===== src/rtl/hdmi_text_render.sv =====
// hdmi_text_render: text-mode renderer with scroll, attribute blink, cursor and 16-colour palette, 5-clock latency
module hdmi_text_render #(
  parameter int COLS = 100,
  parameter int ROWS = 30,
  parameter int GLYPH_W = 10,
  parameter int GLYPH_H = 24,
  parameter int BLINK_FRAMES = 32,
  localparam int CW = $clog2(COLS),
  localparam int RW = $clog2(ROWS),
  localparam int HW = $clog2(GLYPH_H)
) (
  input  logic               clk,
  input  logic               reset_low,
  input  logic               in_active,
  input  logic               in_h_sync,
  input  logic               in_v_sync,
  input  logic               in_h_start,
  input  logic               in_v_start,
  input  logic [RW-1:0]      top_row,
  input  logic               cursor_enable,
  input  logic [RW-1:0]      cursor_row,
  input  logic [CW-1:0]      cursor_col,
  output logic               vram_valid,
  output logic [RW-1:0]      vram_row,
  output logic [CW-1:0]      vram_col,
  input  logic [7:0]         vram_char,
  input  logic [7:0]         vram_attr,
  output logic               glyph_ce,
  output logic [7:0]         glyph_char,
  output logic [HW-1:0]      glyph_row,
  input  logic [GLYPH_W-1:0] glyph_bits,
  output logic               out_active,
  output logic               out_h_sync,
  output logic               out_v_sync,
  output logic [23:0]        out_rgb
);
  localparam int PW = $clog2(GLYPH_W);
  localparam int FW = $clog2(BLINK_FRAMES + 1);
  logic [PW-1:0] cp, cp_n;
  logic [CW:0] col, col_n;
  logic [HW-1:0] rp, rp_n, rp2;
  logic [RW:0] line, line_n, sum;
  logic [RW-1:0] top, top_n, vrow;
  logic synced, synced_n, text_n, fetch_n, match, cur1, cur_n;
  logic [FW-1:0] fcnt;
  logic phase;
  // pipeline control per pixel: {active, h_sync, v_sync, text, fetch, cursor}
  logic [5:0] d [4];
  logic [7:0] attr1, attr2, attr_c;
  logic [GLYPH_W-1:0] sh, bits;
  logic on, swap;
  logic [3:0] fg, bg, idx;
  logic [23:0] rgb_n;

  function automatic logic [7:0] lv(input logic b, input logic hi);
    return (b ? 8'hAA : 8'h00) + (hi ? 8'h55 : 8'h00);
  endfunction

  // next cell coordinates, scrolled VRAM row and cursor hit for the incoming pixel
  always_comb begin
    cp_n = in_h_start ? '0 : in_active ? (cp == PW'(GLYPH_W - 1) ? '0 : cp + 1'b1) : cp;
    col_n = in_h_start ? '0 : (in_active && cp == PW'(GLYPH_W - 1) && col != (CW+1)'(COLS)) ? col + 1'b1 : col;
    rp_n = !in_h_start ? rp : (in_v_start || rp == HW'(GLYPH_H - 1)) ? '0 : rp + 1'b1;
    line_n = !in_h_start ? line : in_v_start ? '0 :
             (rp == HW'(GLYPH_H - 1) && line != (RW+1)'(ROWS)) ? line + 1'b1 : line;
    top_n = in_v_start ? ({1'b0, top_row} >= (RW+1)'(ROWS) ? '0 : top_row) : top;
    synced_n = synced | in_v_start;
    sum = line_n + {1'b0, top_n};
    vrow = RW'(sum >= (RW+1)'(ROWS) ? sum - (RW+1)'(ROWS) : sum);
    text_n = synced_n && in_active && col_n < (CW+1)'(COLS) && line_n < (RW+1)'(ROWS);
    fetch_n = text_n && cp_n == '0;
    match = cursor_enable && vrow == cursor_row && col_n[CW-1:0] == cursor_col && rp_n >= HW'(GLYPH_H - 2);
    cur_n = fetch_n ? match : cur1;
  end

  // glyph pixel selection, blink and cursor colour choice, palette lookup
  always_comb begin
    bits = d[3][1] ? glyph_bits : sh;
    attr_c = d[3][1] ? attr1 : attr2;
    swap = d[3][0] && phase;
    on = bits[GLYPH_W-1] && !(attr_c[7] && !phase);
    fg = attr_c[3:0];
    bg = {1'b0, attr_c[6:4]};
    idx = (on ^ swap) ? fg : bg;
    rgb_n = (d[3][5] && d[3][2]) ? {lv(idx[2], idx[3]), lv(idx[1], idx[3]), lv(idx[0], idx[3])} : '0;
  end

  // cell counters, scroll latch, sync flag and blink phase
  always_ff @(posedge clk or negedge reset_low)
    if (!reset_low) begin
      cp <= '0;
      col <= '0;
      rp <= '0;
      line <= '0;
      top <= '0;
      synced <= 1'b0;
      fcnt <= '0;
      phase <= 1'b1;
    end else begin
      cp <= cp_n;
      col <= col_n;
      rp <= rp_n;
      line <= line_n;
      top <= top_n;
      synced <= synced_n;
      if (in_v_start && synced) begin
        fcnt <= (fcnt == FW'(BLINK_FRAMES - 1)) ? '0 : fcnt + 1'b1;
        phase <= (fcnt == FW'(BLINK_FRAMES - 1)) ? ~phase : phase;
      end
    end

  // VRAM request and per-pixel control pipeline
  always_ff @(posedge clk or negedge reset_low)
    if (!reset_low) begin
      vram_valid <= 1'b0;
      vram_row <= '0;
      vram_col <= '0;
      cur1 <= 1'b0;
      rp2 <= '0;
      d <= '{default: '0};
    end else begin
      vram_valid <= fetch_n;
      if (fetch_n) begin
        vram_row <= vrow;
        vram_col <= col_n[CW-1:0];
      end
      cur1 <= cur_n;
      rp2 <= rp;
      d[0] <= {in_active, in_h_sync, in_v_sync, text_n, fetch_n, cur_n};
      d[1] <= d[0];
      d[2] <= d[1];
      d[3] <= d[2];
    end

  // glyph ROM request and attribute capture as VRAM data returns
  always_ff @(posedge clk or negedge reset_low)
    if (!reset_low) begin
      glyph_ce <= 1'b0;
      glyph_char <= '0;
      glyph_row <= '0;
      attr1 <= '0;
    end else begin
      glyph_ce <= d[1][1];
      if (d[1][1]) begin
        glyph_char <= vram_char;
        glyph_row <= rp2;
        attr1 <= vram_attr;
      end
    end

  // pixel shifter, cell attribute hold and registered outputs
  always_ff @(posedge clk or negedge reset_low)
    if (!reset_low) begin
      sh <= '0;
      attr2 <= '0;
      out_active <= 1'b0;
      out_h_sync <= 1'b0;
      out_v_sync <= 1'b0;
      out_rgb <= '0;
    end else begin
      sh <= bits << 1;
      attr2 <= attr_c;
      out_active <= d[3][5];
      out_h_sync <= d[3][4];
      out_v_sync <= d[3][3];
      out_rgb <= rgb_n;
    end
endmodule


===== config.mk =====
export PLATFORM = sky130hd
export DESIGN_NAME = hdmi_text_render
export DESIGN_NICKNAME = d
export VERILOG_FILES = /design/src/rtl/hdmi_text_render.sv
export SDC_FILE = /design/constraint.sdc
export NUM_CORES = 1
export LEC_CHECK = 0
export ABC_AREA = 1
export CORE_MARGIN = 4
export CORE_UTILIZATION = 45
export CTS_CLUSTER_DIAMETER = 60
export DETAILED_ROUTE_END_ITERATION = 10
export PLACE_DENSITY = 0.7
export SLEW_MARGIN = 20
export SYNTH_ARGS = -nofsm -noshare
export SYNTH_HDL_FRONTEND = slang
export SYNTH_SLANG_ARGS = --single-unit

===== constraint.sdc =====
create_clock -name clk -period 4.9 [get_ports clk]
set_clock_uncertainty 0.15 [all_clocks]
set_input_delay 0.98 -clock clk [delete_from_list [all_inputs] [get_ports clk]]
set_output_delay 0.98 -clock clk [all_outputs]
set_load 0.02 [all_outputs]

Word level (Yosys, flattened, before mapping)
Cells that the tools add are included.
- $add $sub $neg: 10
- order comparisons: 5
- equal/unequal tests: 7
- muxes and demuxes: 23
- bitwise logic cells: 3
- reduce and logical (&&, ||, !) cells: 20
- operators with widths (cell ; number):
    8-bit 2-to-1 mux ; 6
    5-bit 2-to-1 mux ; 5
    24-bit 2-to-1 mux ; 1
    6-bit 2-to-1 mux ; 4
    8-bit adder ; 2
    4-bit 2-to-1 mux ; 4
    1-bit logical AND ; 15
    6-bit by 1-bit adder with 6-bit output (second input constant) ; 2
    5-bit >= comparator (second input constant) ; 2
    10-bit 2-to-1 mux ; 1
    8-bit by 1-bit adder with 8-bit output (second input constant) ; 1
    8-bit by 7-bit adder with 8-bit output ; 1
    8-bit by 7-bit less-than comparator with 1-bit output (second input constant) ; 1
    8-bit by 7-bit inequality test with 1-bit output (second input constant) ; 1
    7-bit equality test ; 1
    7-bit 2-to-1 mux ; 1
    6-bit by 5-bit adder with 6-bit output ; 1
    6-bit by 5-bit equality test with 1-bit output (second input constant) ; 1
    6-bit by 5-bit >= comparator with 1-bit output (second input constant) ; 1
    6-bit by 5-bit less-than comparator with 1-bit output (second input constant) ; 1
    6-bit by 5-bit inequality test with 1-bit output (second input constant) ; 1
    5-bit by 1-bit adder with 5-bit output (second input constant) ; 1
    5-bit equality test ; 1
    5-bit equality test (second input constant) ; 1
    11 further kinds ; 12
- flip-flop bits (word level): 145
- word-level logic and storage cells: 95

Longest topological paths before layout
Gate-level depths: netlist (run 1).
- depth in word-level cells: 13
- mapped depth: 27

Worst setup path before layout (run 1)
OpenSTA, ideal clock, no wires.
- kind: input to register
- start point: input port in_h_start
- end point: register d[18] (netlist bit)
- arrival time: 3.162 ns
- required time: 4.633 ns
- path slack: 1.470 ns
- stages on the path: 19
- buffers on the path: 1
- path through: buf_4 > inv_2 > nor2_8 > xor2_1 > nor2_1 > ha_1 > fa_1 > xor2_1 > nand2_1 > nor2_1 > nand2_1 > nand3_1 > nand2_1 > nand2_1 > nand2_1 > nand3_1 > nor2_1 > nand3_1 > nand2_1
- longest elaborated chain between the ends: 9
- RTL lines (what ; line ; RTL):
    from (decl) ; 17 ; input logic in_h_start,
    6-bit 2-to-1 mux (*) ; 64 ; line_n = !in_h_start ? line : in_v_start ? '0 :
    net line_n[0] ; 42 ; logic [RW:0] line, line_n, sum;
    6-bit by 5-bit adder with 6-bit output ; 68 ; sum = line_n + {1'b0, top_n};
    5-bit subtractor / 6-bit by 5-bit >= comparator with 1-bit output (equally long branches) ; 69 ; vrow = RW'(sum >= (RW+1)'(ROWS) ? sum - (RW+1)'(ROWS) : sum);
    5-bit 2-to-1 mux ; 69 ;
    5-bit equality test ; 72 ; match = cursor_enable && vrow == cursor_row && col_n[CW-1:0] == cursor_col && rp_n >= HW'(GLYPH_H - 2);
    1-bit logical AND (3 in series) ; 72 ;
    1-bit 2-to-1 mux (*) ; 73 ; cur_n = fetch_n ? match : cur1;
    to (decl) ; 48 ; logic [5:0] d [4];
Mark *: on every way through the listed nets, which the timed path passes. The rest lies on a longest branch.
A chain may end at the register's enable or synchronous reset.

Worst setup path after layout (run 1)
Same ends and word-level chain as after synthesis.

==> results by group, run 1 <==
STA
  • RSZ-0062 raised after global routing: no
  • Worst-case hold slack: 0.1977 ns
  • Final setup TNS: 0 ns
  • Endpoints failing setup: 0
  • Final Cycle Share: 0.8326
  • Max-Slew Margin vs Limit: 0.2942
  • Period minus WS final: 4.080 ns
  • Max-slew violation count: 0
  • Fmax: 0.2451 GHz
  • Hold Fails Final Rpt: 0
  • Worst slew pin tran: 1.059 ns

GRT
  • Total GRT Usage: 0.1796
  • Remaining Overflow, GRT: 0
  • Vias in the first global route: 4343
  • Initial antenna violation count: 0
  • First-pass GRT wire length: 20840 um
  • Largest net degree at the start of global routing: 50

Final layout
  • Diodes inserted: 0
  • P&R area growth vs syn: 28.08%
  • Filler instances: 1094
  • Layout cells sized above 1: 0.1453
  • Post-route cell area: 7327 um^2
  • Most frequent cells in the layout: nand2_1 (161), dfrtp_1 (121), clkdlybuf4s50_1 (103)
  • Nets: 767
  • Commonest non-fill, non-tap cell in the layout: nand2_1

Min path
  • Hold path cells: 0
  • Min-delay src: d[9]$_DFF_PN0_
  • Hold/Removal Path Class: reg2reg

Route
  • DRT antenna net count: 0
  • Initial DRC Count: 351
  • Vias: 4315
  • DRC: 0
  • DR pass1 iterations: 4
  • Final wirelength: 12260 um
  • Routed wire per std cell: 13.87 um
  • Via/cell ratio: 4.881

Critical path
  • Reg2Reg Depth: 21
  • Total stage count of the critical path: 19
  • Top delay family on crit path: simple AND/OR/NAND/NOR gates
  • WP buf/inv: 2
  • Critical path data required time: 5.05 ns
  • Reg2reg start: rp[0]$_DFF_PN0_
  • Crit path max fanout: 10
  • Setup crit start kind: input pin
  • Critical Path Max Stage Delay: 0.74 ns
  • Critical Setup Path Class: in2reg
  • Crit-path cells: clkdlybuf4s50_1, inv_2, nor2_8, xor2_1, nor2_1, ha_1, fa_1, xor2_1, nand2_1, nor2_1, nand2_1, nand3_1, nand2_1, nand2_1, nand2_1, nand3_1, nor2_1, nand3_1, nand2_1
  • Slowest CP cell: clkdlybuf4s50_1
  • Arrival time at the worst endpoint: 4.23 ns
  • Crit path from: in_h_start
  • Critical Path Most Common Cell: nand2_1
  • Crit end category: flop

Place
  • Dpl cell area: 6753 um^2
  • RD Place Congestion: 0.8553
  • HPWL Detailed: 8756 um
  • Port buffer count: 104

Clock tree
  • Clock Tree Root: clkbuf_16
  • Number of buffers created by CTS: 17
  • Post_cts resized: 0
  • Hold buffer count at CTS: 0
  • Clock tree buffer depth: 2
  • Post-CTS setup buffer count: 0
  • Skew-Pair Late Insertion Delay: 0.41 ns
  • Clock H-tree levels: 4
  • CTS clock-pin slew for the worst setup and hold paths: 0.06 ns
  • CTS tree: done
  • Clock sinks: 122

Outcome
  • Status: complete, no violations

Logic synthesis
  • Post-synth ARST share: 1.000
  • Cell area after synthesis: 5720 um^2
  • Net Count, Synth: 674
  • Post-synth EDFFs: 0
  • Distinct cells, synth: 44
  • Synthesized area per cell: 9.378 um^2
  • FF+latch count, synth: 122
  • Synth Warn #: 0
  • Most common flop cell mapped by yosys: dfrtp_1
  • Cells after synthesis: 610
  • Sequential area share after synthesis: 0.5339

Floorplanning
  • Io pins: 105
  • Die W: 120.8 um
  • Area of the die: 14580 um^2
  • Placement Rows: 40
  • Effective utilization at floorplan: 0.4684
  • Core area: 12210 um^2
  • Chip height: 120.8 um

Pwr
  • Leakage: 3.575 nW
  • Ratio of total power to cell area: 410.4 nW/um^2
  • Tot Pwr: 3.007 mW
  • Peak VDD IR: 0.0001781 V

Run
  • Max-cap violations: 0
-- cell type report --
cell class              instances  area (um^2)  share of cell area
multi-input cells             392         2188              0.2987
flip-flops and latches        122         3054              0.4168
clock inverters                14        135.1             0.01844
inverters                      63        239.0             0.03262
clock buffers                  18        439.2             0.05994
repair buffers                107         1061              0.1448
well taps                     168        210.2             0.02869
-- state kept, by name, summed over array words and instances (netlist names) --
| register | count |
|---|---|
| phase | 1 |
| glyph_row | 5 |
| line | 6 |
| out_active | 1 |
| rp2 | 5 |
| cp | 4 |
| out_rgb | 4 |
| col | 8 |
| vram_col | 7 |
| sh | 9 |
| glyph_char | 8 |
| out_h_sync | 1 |
| d | 24 |
| attr1 | 8 |
| attr2 | 8 |
| out_v_sync | 1 |
| vram_row | 5 |
| fcnt | 6 |
| top | 5 |
| rp | 5 |
| synced | 1 |
-- synth_stat cells (all sizes together), types with 4 or more instances --
library cell / n / area (um^2)
nand2: 180 / 733.2
dfrtp: 121 / 3028
inv: 62 / 235.2
nand3: 48 / 255.3
nor2: 40 / 196.4
o21ai: 31 / 200.2
buf: 28 / 220.2
mux2: 13 / 146.4
ha: 12 / 150.1
nand4: 11 / 90.08
xor2: 11 / 96.34
a21oi: 9 / 45.04
nand3b: 8 / 60.06
nor3: 8 / 45.04
clkbuf: 5 / 18.77
xnor2: 4 / 35.03
-- final timing paths --
path / endpoint / slack [ns]
max in group asynchronous: glyph_char[4]$_DFFE_PN0P_ / 3.24
worst max register to register: d[18]$_DFFE_PN0P_ / 1.28
min in group asynchronous: d[3]$_DFF_PN0_ / 0.42
worst min-delay path: d[3]$_DFF_PN0_ / 0.20
worst max-delay path: d[18]$_DFFE_PN0P_ / 0.82
worst min register to register: d[3]$_DFF_PN0_ / 0.20
-- layer usage --
layer,share of wire,wire length [um],up-vias,GRT usage
met5,0,0,-,0
met4,0.010,127,0,0.06445
met3,0.054,661,11,0.05566
met2,0.48,5862,107,0.2906
met1,0.46,5607,2080,0.2282
li1,-,-,2117,-
-- report_power, final --
group | internal, mW | switching (mW) | leakage, nW
combinational | 0.257 | 0.301 | 1.76
clock | 0.721 | 0.480 | 0.276
sequential | 1.16 | 0.0898 | 1.54
-- logic make-up (layout without fill, tap and decap cells) --
logic type / after synthesis / in the layout / share of synthesized area
AND/OR/NAND/NOR: 303 / 303 / 0.2507
AO/OA/AOI/OAI: 48 / 48 / 0.05359
multiplexers: 13 / 13 / 0.02559
flip-flops: 122 / 122 / 0.5339
XOR/XNOR: 15 / 15 / 0.02296
adder cells (fa/ha/maj): 13 / 13 / 0.02975
buffers and inverters: 96 / 202 / 0.08355
-- per-stage QoR --
step           worst slack [ns]  utilization  std cells
2_1_floorplan             1.470            -        610
3_3_place_gp             0.6641       0.5530        852
3_5_place_dp             0.4401       0.5530        852
4_1_cts                  0.8742       0.6000        884
5_1_grt                  0.5256       0.6000        884
6_report                 0.8201       0.6000        884
Note: power is estimated with default switching activity, not from simulation.
==> run 2, diff against run 1 <==
--- a/config.mk
+++ b/config.mk
@@ -10,7 +10,7 @@
 export CORE_UTILIZATION = 45
 export CTS_CLUSTER_DIAMETER = 60
 export DETAILED_ROUTE_END_ITERATION = 10
-export PLACE_DENSITY = 0.7
+export PLACE_DENSITY = 0.73
 export SLEW_MARGIN = 20
 export SYNTH_ARGS = -nofsm -noshare
 export SYNTH_HDL_FRONTEND = slang
==> constraint.sdc (replaced) <==
create_clock -name clk -period 3.3 [get_ports clk]
set_clock_uncertainty 0.15 [all_clocks]
set_input_delay 0.66 -clock clk [delete_from_list [all_inputs] [get_ports clk]]
set_output_delay 0.66 -clock clk [all_outputs]
set_load 0.02 [all_outputs]
==> results by group, run 2 (synthesized netlist as in run 1, its figures left out) <==
Pwr
  • Peak VDD IR: 0.0003938 V (+120%)
  • Leakage: 3.823 nW (+6.9%)
  • Tot Pwr: 4.548 mW (+51%)
  • Ratio of total power to cell area: 577.2 nW/um^2 (+41%)

Critical path
  • Critical Setup Path Class: reg2reg
  • Reg-to-reg slack, setup: 0.01 ns (-1.27 ns)
  • Reg2reg start: rp[3]$_DFF_PN0_
  • Crit path max fanout: 5 (-5)
  • Arrival time at the worst endpoint: 3.49 ns (-0.74 ns)
  • Setup crit start kind: flop
  • Critical path data required time: 3.50 ns (-1.55 ns)
  • Crit end category: flop
  • Worst flop-to-flop path endpoint: d[18]$_DFFE_PN0P_
  • Reg2Reg Depth: 23 (+9.5%)

Final layout
  • Layout cells sized above 1: 0.2382 (+0.09291)
  • P&R area growth vs syn: 37.73%
  • Most frequent cells in the layout: nand2_1 (151), dfrtp_1 (121), clkdlybuf4s50_1 (102)
  • Post-route cell area: 7879 um^2 (+7.5%)
  • Max reg flops: 24 (unchanged)
  • Top reg by flops: d
  • Nets: 811 (+5.7%)
  • Commonest non-fill, non-tap cell in the layout: nand2_1
  • Top Registers: d: 24 flops, sh: 9 flops
  • Diodes inserted: 0 (unchanged)

Route
  • Vias: 4564 (+5.8%)
  • Initial DRC Count: 319 (-9.1%)
  • Routed wire per std cell: 14.28 um (+3.0%)
  • Via/cell ratio: 4.918 (+0.76%)
  • Met1 Wirelength: 5543 um (-1.1%)
  • Met3 WL: 836 um (+26%)
  • Max Used Layer: met4
  • DR pass1 iterations: 4 (unchanged)
  • DRT antenna net count: 0 (unchanged)
  • Final wirelength: 13250 um (+8.1%)
  • DRC: 0 (unchanged)
  • Metal2 WL: 6470 um (+10%)

STA
  • Final Cycle Share: 0.9962
  • Period minus WS final: 3.287 ns
  • Hold Fails Final Rpt: 0 (unchanged)
  • Endpoints failing setup: 0 (unchanged)
  • Max-slew violation count: 0 (unchanged)
  • Max-Slew Margin vs Limit: 0.5476 (+0.2535)
  • PnR worst setup slack: 0.01260 ns (-0.8075 ns)
  • Worst slew pin tran: 0.6786 ns (-0.3802 ns)
  • RSZ-0062 raised after global routing: yes
  • Fmax: 0.3042 GHz

Place
  • Port buffer count: 104 (unchanged)
  • RD Place Congestion: 0.8486 (-0.78%)
  • HPWL Detailed: 9074 um (+3.6%)
  • Place WS: -0.5269 ns (-0.9670 ns)
  • Dpl cell area: 7025 um^2 (+4.0%)

Clock tree
  • Clock Tree Root: clkbuf_16
  • Number of buffers created by CTS: 17 (unchanged)
  • Clock sinks: 122 (unchanged)
  • Skew-Pair Late Insertion Delay: 0.41 ns (about the same)
  • Clock H-tree levels: 4 (unchanged)
  • CTS tree: done
  • Clock tree buffer depth: 2 (unchanged)
  • CTS clock-pin slew for the worst setup and hold paths: 0.06 ns (about the same)

Floorplanning
  • Area of the die: 14580 um^2 (unchanged)
  • Io pins: 105 (unchanged)
  • Effective utilization at floorplan: 0.4684 (unchanged)
  • Placement Rows: 40 (unchanged)
  • Die W: 120.8 um (unchanged)
  • Chip height: 120.8 um (unchanged)
  • Core area: 12210 um^2 (unchanged)

GRT
  • Remaining Overflow, GRT: 0 (unchanged)
  • Vias in the first global route: 4655 (+7.2%)
  • Largest net degree at the start of global routing: 54 (+8.0%)
  • Total GRT Usage: 0.1845 (+0.004923)
  • Initial antenna violation count: 0 (unchanged)
  • First-pass GRT wire length: 21700 um (+4.1%)

Outcome
  • Status: complete, no violations

Min path
  • Hold/Removal Path Class: in2async

Run
  • Max-cap violations: 0 (unchanged)
-- run 2: cell types whose count changed in the layout (fill, tap and decap cells not counted), moves of 3 or more --
cell	delta
a21oi_1	-4
a21oi_2	+3
buf_4	+42
ha_1	-6
ha_4	+5
nand2_1	-10
nand2_2	+8
nand3_1	-4
nand3_2	+3
-- run 2: layer usage --
layer / global-route usage / vias to the layer above
met3: 0.05426 / 35
met1: 0.2245 / 2140
met2: 0.3060 / 180
met4: 0.07861 / 0
met5: 0 / -
li1: - / 2209
-- run 2: area by class of cell --
class / instances / area (um^2)
fillers: 981 / 4333
multi-input cells: 392 / 2395
repair buffers: 151 / 1415
clock buffers: 18 / 439.2
inverters: 63 / 239.0
flip-flops and latches: 122 / 3054
well taps: 168 / 210.2
clock inverters: 14 / 126.4
-- run 2: what timing repair did --
action,4_1_cts,5_1_grt
hold buffers,0,0
gates cloned,0,0
pin swaps,1,33
setup endpoints to repair,1,5
gates resized for setup,3,41
buffers inserted,2,9
-- run 2: worst max-delay path: stages (launching register included) --
cell and delay [ns]:
dfrtp_1 0.42, inv_2 0.11, nand2_2 0.10, nor2_4 0.17
nand2_4 0.08, nor2_8 0.11, buf_4 0.14, nand2_1 0.06
nand2_1 0.12, nor2_4 0.06, buf_4 0.14, ha_1 0.32
nand2_1 0.08, nor3b_2 0.26, nor2_2 0.09, nand4_1 0.15
nand3_4 0.13, nand2_4 0.10, nand2_2 0.06, nand2_1 0.08
nand2_1 0.06, nor2_1 0.08, nand3_1 0.07, nand2_1 0.06
-- run 2: metrics by stage --
stage	hold WS, ns	cells	utilization	setup TNS (ns)
after CTS	0.1495	919	0.6233	0
after detailed placement	0.1847	885	0.5753	-1.962
final	0.1337	928	0.6452	0
after floorplan	0.1812	610	-	0
after global routing	0.1847	928	0.6452	-0.2690
after global placement	0.1815	885	0.5753	-1.127
-- run 2: power breakdown --
part           total [mW]  leakage, nW  switching [mW]  internal [mW]
combinational       0.964         2.01           0.508          0.456
clock                1.75        0.271           0.740           1.01
sequential           1.83         1.54           0.115           1.72
-- run 2: how the worst max path moves through the flow --
stage          slack (ns)              start  depth (start not counted)                 to
2_1_floorplan        0.17    rp[0]$_DFF_PN0_                         21  d[18]$_DFFE_PN0P_
3_3_place_gp        -0.32         in_h_start                         18  d[18]$_DFFE_PN0P_
3_5_place_dp        -0.53         in_h_start                         24  d[18]$_DFFE_PN0P_
4_1_cts             0.005  line[0]$_DFF_PN0_                         22  d[18]$_DFFE_PN0P_
5_1_grt             -0.16  line[1]$_DFF_PN0_                         19  d[18]$_DFFE_PN0P_
6_report             0.01    rp[3]$_DFF_PN0_                         23  d[18]$_DFFE_PN0P_
==> run 3, diff against run 2 <==
--- a/config.mk
+++ b/config.mk
@@ -6,8 +6,10 @@
 export NUM_CORES = 1
 export LEC_CHECK = 0
 export ABC_AREA = 1
+export ABC_CLOCK_PERIOD_IN_PS = 3300
 export CORE_MARGIN = 4
 export CORE_UTILIZATION = 45
+export CTS_BUF_LIST = sky130_fd_sc_hd__clkbuf_4 sky130_fd_sc_hd__clkbuf_8
 export CTS_CLUSTER_DIAMETER = 60
 export DETAILED_ROUTE_END_ITERATION = 10
 export PLACE_DENSITY = 0.73
==> results by group, run 3 (synthesized netlist as in run 1, its figures left out) <==
Outcome
  • Status: complete, no violations

Run
  • Max-cap violations: 0 (unchanged)

Final layout
  • Most frequent cells in the layout: nand2_1 (152), dfrtp_1 (121), clkdlybuf4s50_1 (102)
  • Diodes inserted: 0 (unchanged)
  • Top reg by flops: d
  • P&R area growth vs syn: 34.58%
  • Final core utilization: 0.6304 (-0.01475)
  • Top Registers: d: 24 flops, sh: 9 flops
  • Filler instances: 1010 (+3.0%)
  • Commonest non-fill, non-tap cell in the layout: nand2_1
  • Layout cells sized above 1: 0.2395 (+0.001316)
  • Nets: 811 (unchanged)
  • Post-route cell area: 7699 um^2 (-2.3%)
  • FF+latch area: 3054 um^2 (unchanged)
  • Footprint of the multi-input gates: 2399 um^2 (+0.16%)
  • Non-Filler Instances: 928 (unchanged)
  • Max reg flops: 24 (unchanged)

Route
  • Via/cell ratio: 4.891 (-0.55%)
  • DR pass1 iterations: 5 (+1)
  • Routed wire per std cell: 13.84 um (-3.1%)
  • Final wirelength: 12840 um (-3.1%)
  • DRC: 0 (unchanged)
  • Initial DRC Count: 262 (-18%)
  • DRT antenna net count: 0 (unchanged)
  • Vias: 4539 (-0.55%)

Pwr
  • Int Power: 2.741 mW (-14%)
  • Switch Pwr: 1.283 mW (-5.8%)
  • Switching Fraction: 0.3189 (+0.01932)
  • Tot Pwr: 4.024 mW (-12%)
  • Logic pwr share: 0.238 (+0.026)
  • Sequential fraction of design power: 0.455 (+0.052)
  • Leakage: 3.755 nW (-1.8%)
  • Clock power share: 0.307 (-0.078)
  • Peak VDD IR: 0.0003067 V (-22%)
  • Ratio of total power to cell area: 522.7 nW/um^2 (-9.4%)

GRT
  • First-pass GRT wire length: 21310 um (-1.8%)
  • Total GRT Usage: 0.1814 (-0.003160)
  • Vias in the first global route: 4640 (-0.32%)
  • Initial antenna violation count: 0 (unchanged)
  • Remaining Overflow, GRT: 0 (unchanged)
  • Largest net degree at the start of global routing: 54 (unchanged)

Floorplanning
  • Placement Rows: 40 (unchanged)
  • Chip height: 120.8 um (unchanged)
  • Die W: 120.8 um (unchanged)
  • Core area: 12210 um^2 (unchanged)
  • Io pins: 105 (unchanged)
  • Effective utilization at floorplan: 0.4684 (unchanged)
  • Area of the die: 14580 um^2 (unchanged)

Clock tree
  • CTS tree: done
  • Clock tree buffer depth: 2 (unchanged)
  • Skew-Pair Late Insertion Delay: 0.43 ns (+0.02 ns)
  • Number of buffers created by CTS: 17 (unchanged)
  • Clock Tree Root: clkbuf_8
  • CTS clock-pin slew for the worst setup and hold paths: 0.08 ns (+0.02 ns)
  • Clock H-tree levels: 4 (unchanged)
  • Clock sinks: 122 (unchanged)

STA
  • Worst slew pin tran: 0.6651 ns (-0.01348 ns)
  • Max-Slew Margin vs Limit: 0.5566 (+0.008986)
  • Final Cycle Share: 0.9802 (-0.01594)
  • Hold Fails Final Rpt: 0 (unchanged)
  • Period minus WS final: 3.235 ns (-0.05260 ns)
  • PnR worst setup slack: 0.06520 ns (+0.05260 ns)
  • Endpoints failing setup: 0 (unchanged)
  • Worst-case hold slack: 0.1078 ns (-0.02588 ns)
  • Max-slew violation count: 0 (unchanged)
  • Final setup TNS: 0 ns (unchanged)
  • Fmax: 0.3091 GHz (+1.6%)
  • RSZ-0062 raised after global routing: yes

Place
  • Dpl cell area: 7025 um^2 (unchanged)
  • Port buffer count: 104 (unchanged)
  • HPWL Detailed: 9074 um (unchanged)
  • RD Place Congestion: 0.8486 (unchanged)
  • Place WS: -0.5269 ns (unchanged)
  • Cells after DPL: 885 (unchanged)

Critical path
  • Crit path max fanout: 4 (-1)
  • Critical Setup Path Class: reg2reg
  • Critical path data required time: 3.47 ns (-0.03 ns)
  • Setup crit start kind: flop
  • Crit end category: flop
  • Arrival time at the worst endpoint: 3.40 ns (-0.09 ns)

Min path
  • Hold/Removal Path Class: in2async
-- run 3: path summary, 6_finish.rpt --
check	startpoint	end	slack [ns]	cells past startpoint
setup / recovery	line[0]$_DFF_PN0_	d[18]$_DFFE_PN0P_	0.07	22
hold / removal	reset_low	out_h_sync$_DFF_PN0_	0.11	1
setup reg to reg	line[0]$_DFF_PN0_	d[18]$_DFFE_PN0P_	0.07	22
hold reg to reg	d[20]$_DFF_PN0_	d[14]$_DFF_PN0_	0.20	0
max in group asynchronous	reset_low	glyph_char[3]$_DFFE_PN0P_	2.15	2
min in group clk	d[20]$_DFF_PN0_	d[14]$_DFF_PN0_	0.20	0
-- run 3: layout make-up --
cell class,count,share of cell area
timing repair buffer,151,0.1848
inverter,63,0.03104
clock inverter,14,0.01641
sequential,122,0.3967
clock buffer,18,0.03218
tap,168,0.02730
multi-input combinational,392,0.3116
-- run 3: critical path, cell delays in order, from the launching register on --
cell and delay (ns):
dfrtp_1 0.41, inv_2 0.07, ha_2 0.16, nand2_2 0.05, nor2_2 0.09, nand2_2 0.08
nand2_4 0.09, nor2_8 0.05, xor2_2 0.17, nor2_2 0.07, ha_2 0.20, fa_2 0.60
nand2_1 0.10, nor2_2 0.16, nand2_2 0.12, nand3_4 0.14, nand2_4 0.07, nand2_2 0.08
nand2_1 0.06, nand2_1 0.07, nor2_1 0.04, nand3_1 0.06, nand2_1 0.05
-- run 3: power groups by stage --
stage / Clock, mW / Combinational (mW) / Sequential [mW]
floorplan: 0 / 0.428 / 1.92
global placement: 0 / 0.892 / 1.85
detailed placement: 0 / 0.917 / 1.86
CTS: 1.28 / 0.923 / 1.83
global route: 1.35 / 1.05 / 1.86
finish: 1.24 / 0.957 / 1.83
-- run 3: what timing repair did --
| item | in CTS | in global routing |
|---|---|---|
| buffers inserted | 2 | 9 |
| pin swaps | 1 | 30 |
| gates cloned | 0 | 0 |
| resized for setup | 3 | 43 |
| endpoints found under the setup margin | 1 | 5 |
| hold buffers | 0 | 0 |
-- run 3: routing by layer --
| layer | share of wire | routed length, um | GRT usage | up-vias |
|---|---|---|---|---|
| li1 | - | - | - | 2202 |
| met1 | 0.43 | 5477 | 0.2208 | 2140 |
| met2 | 0.49 | 6232 | 0.3011 | 166 |
| met4 | 0.027 | 343 | 0.07365 | 0 |
| met3 | 0.061 | 786 | 0.05519 | 31 |
| met5 | 0 | 0 | 0 | - |
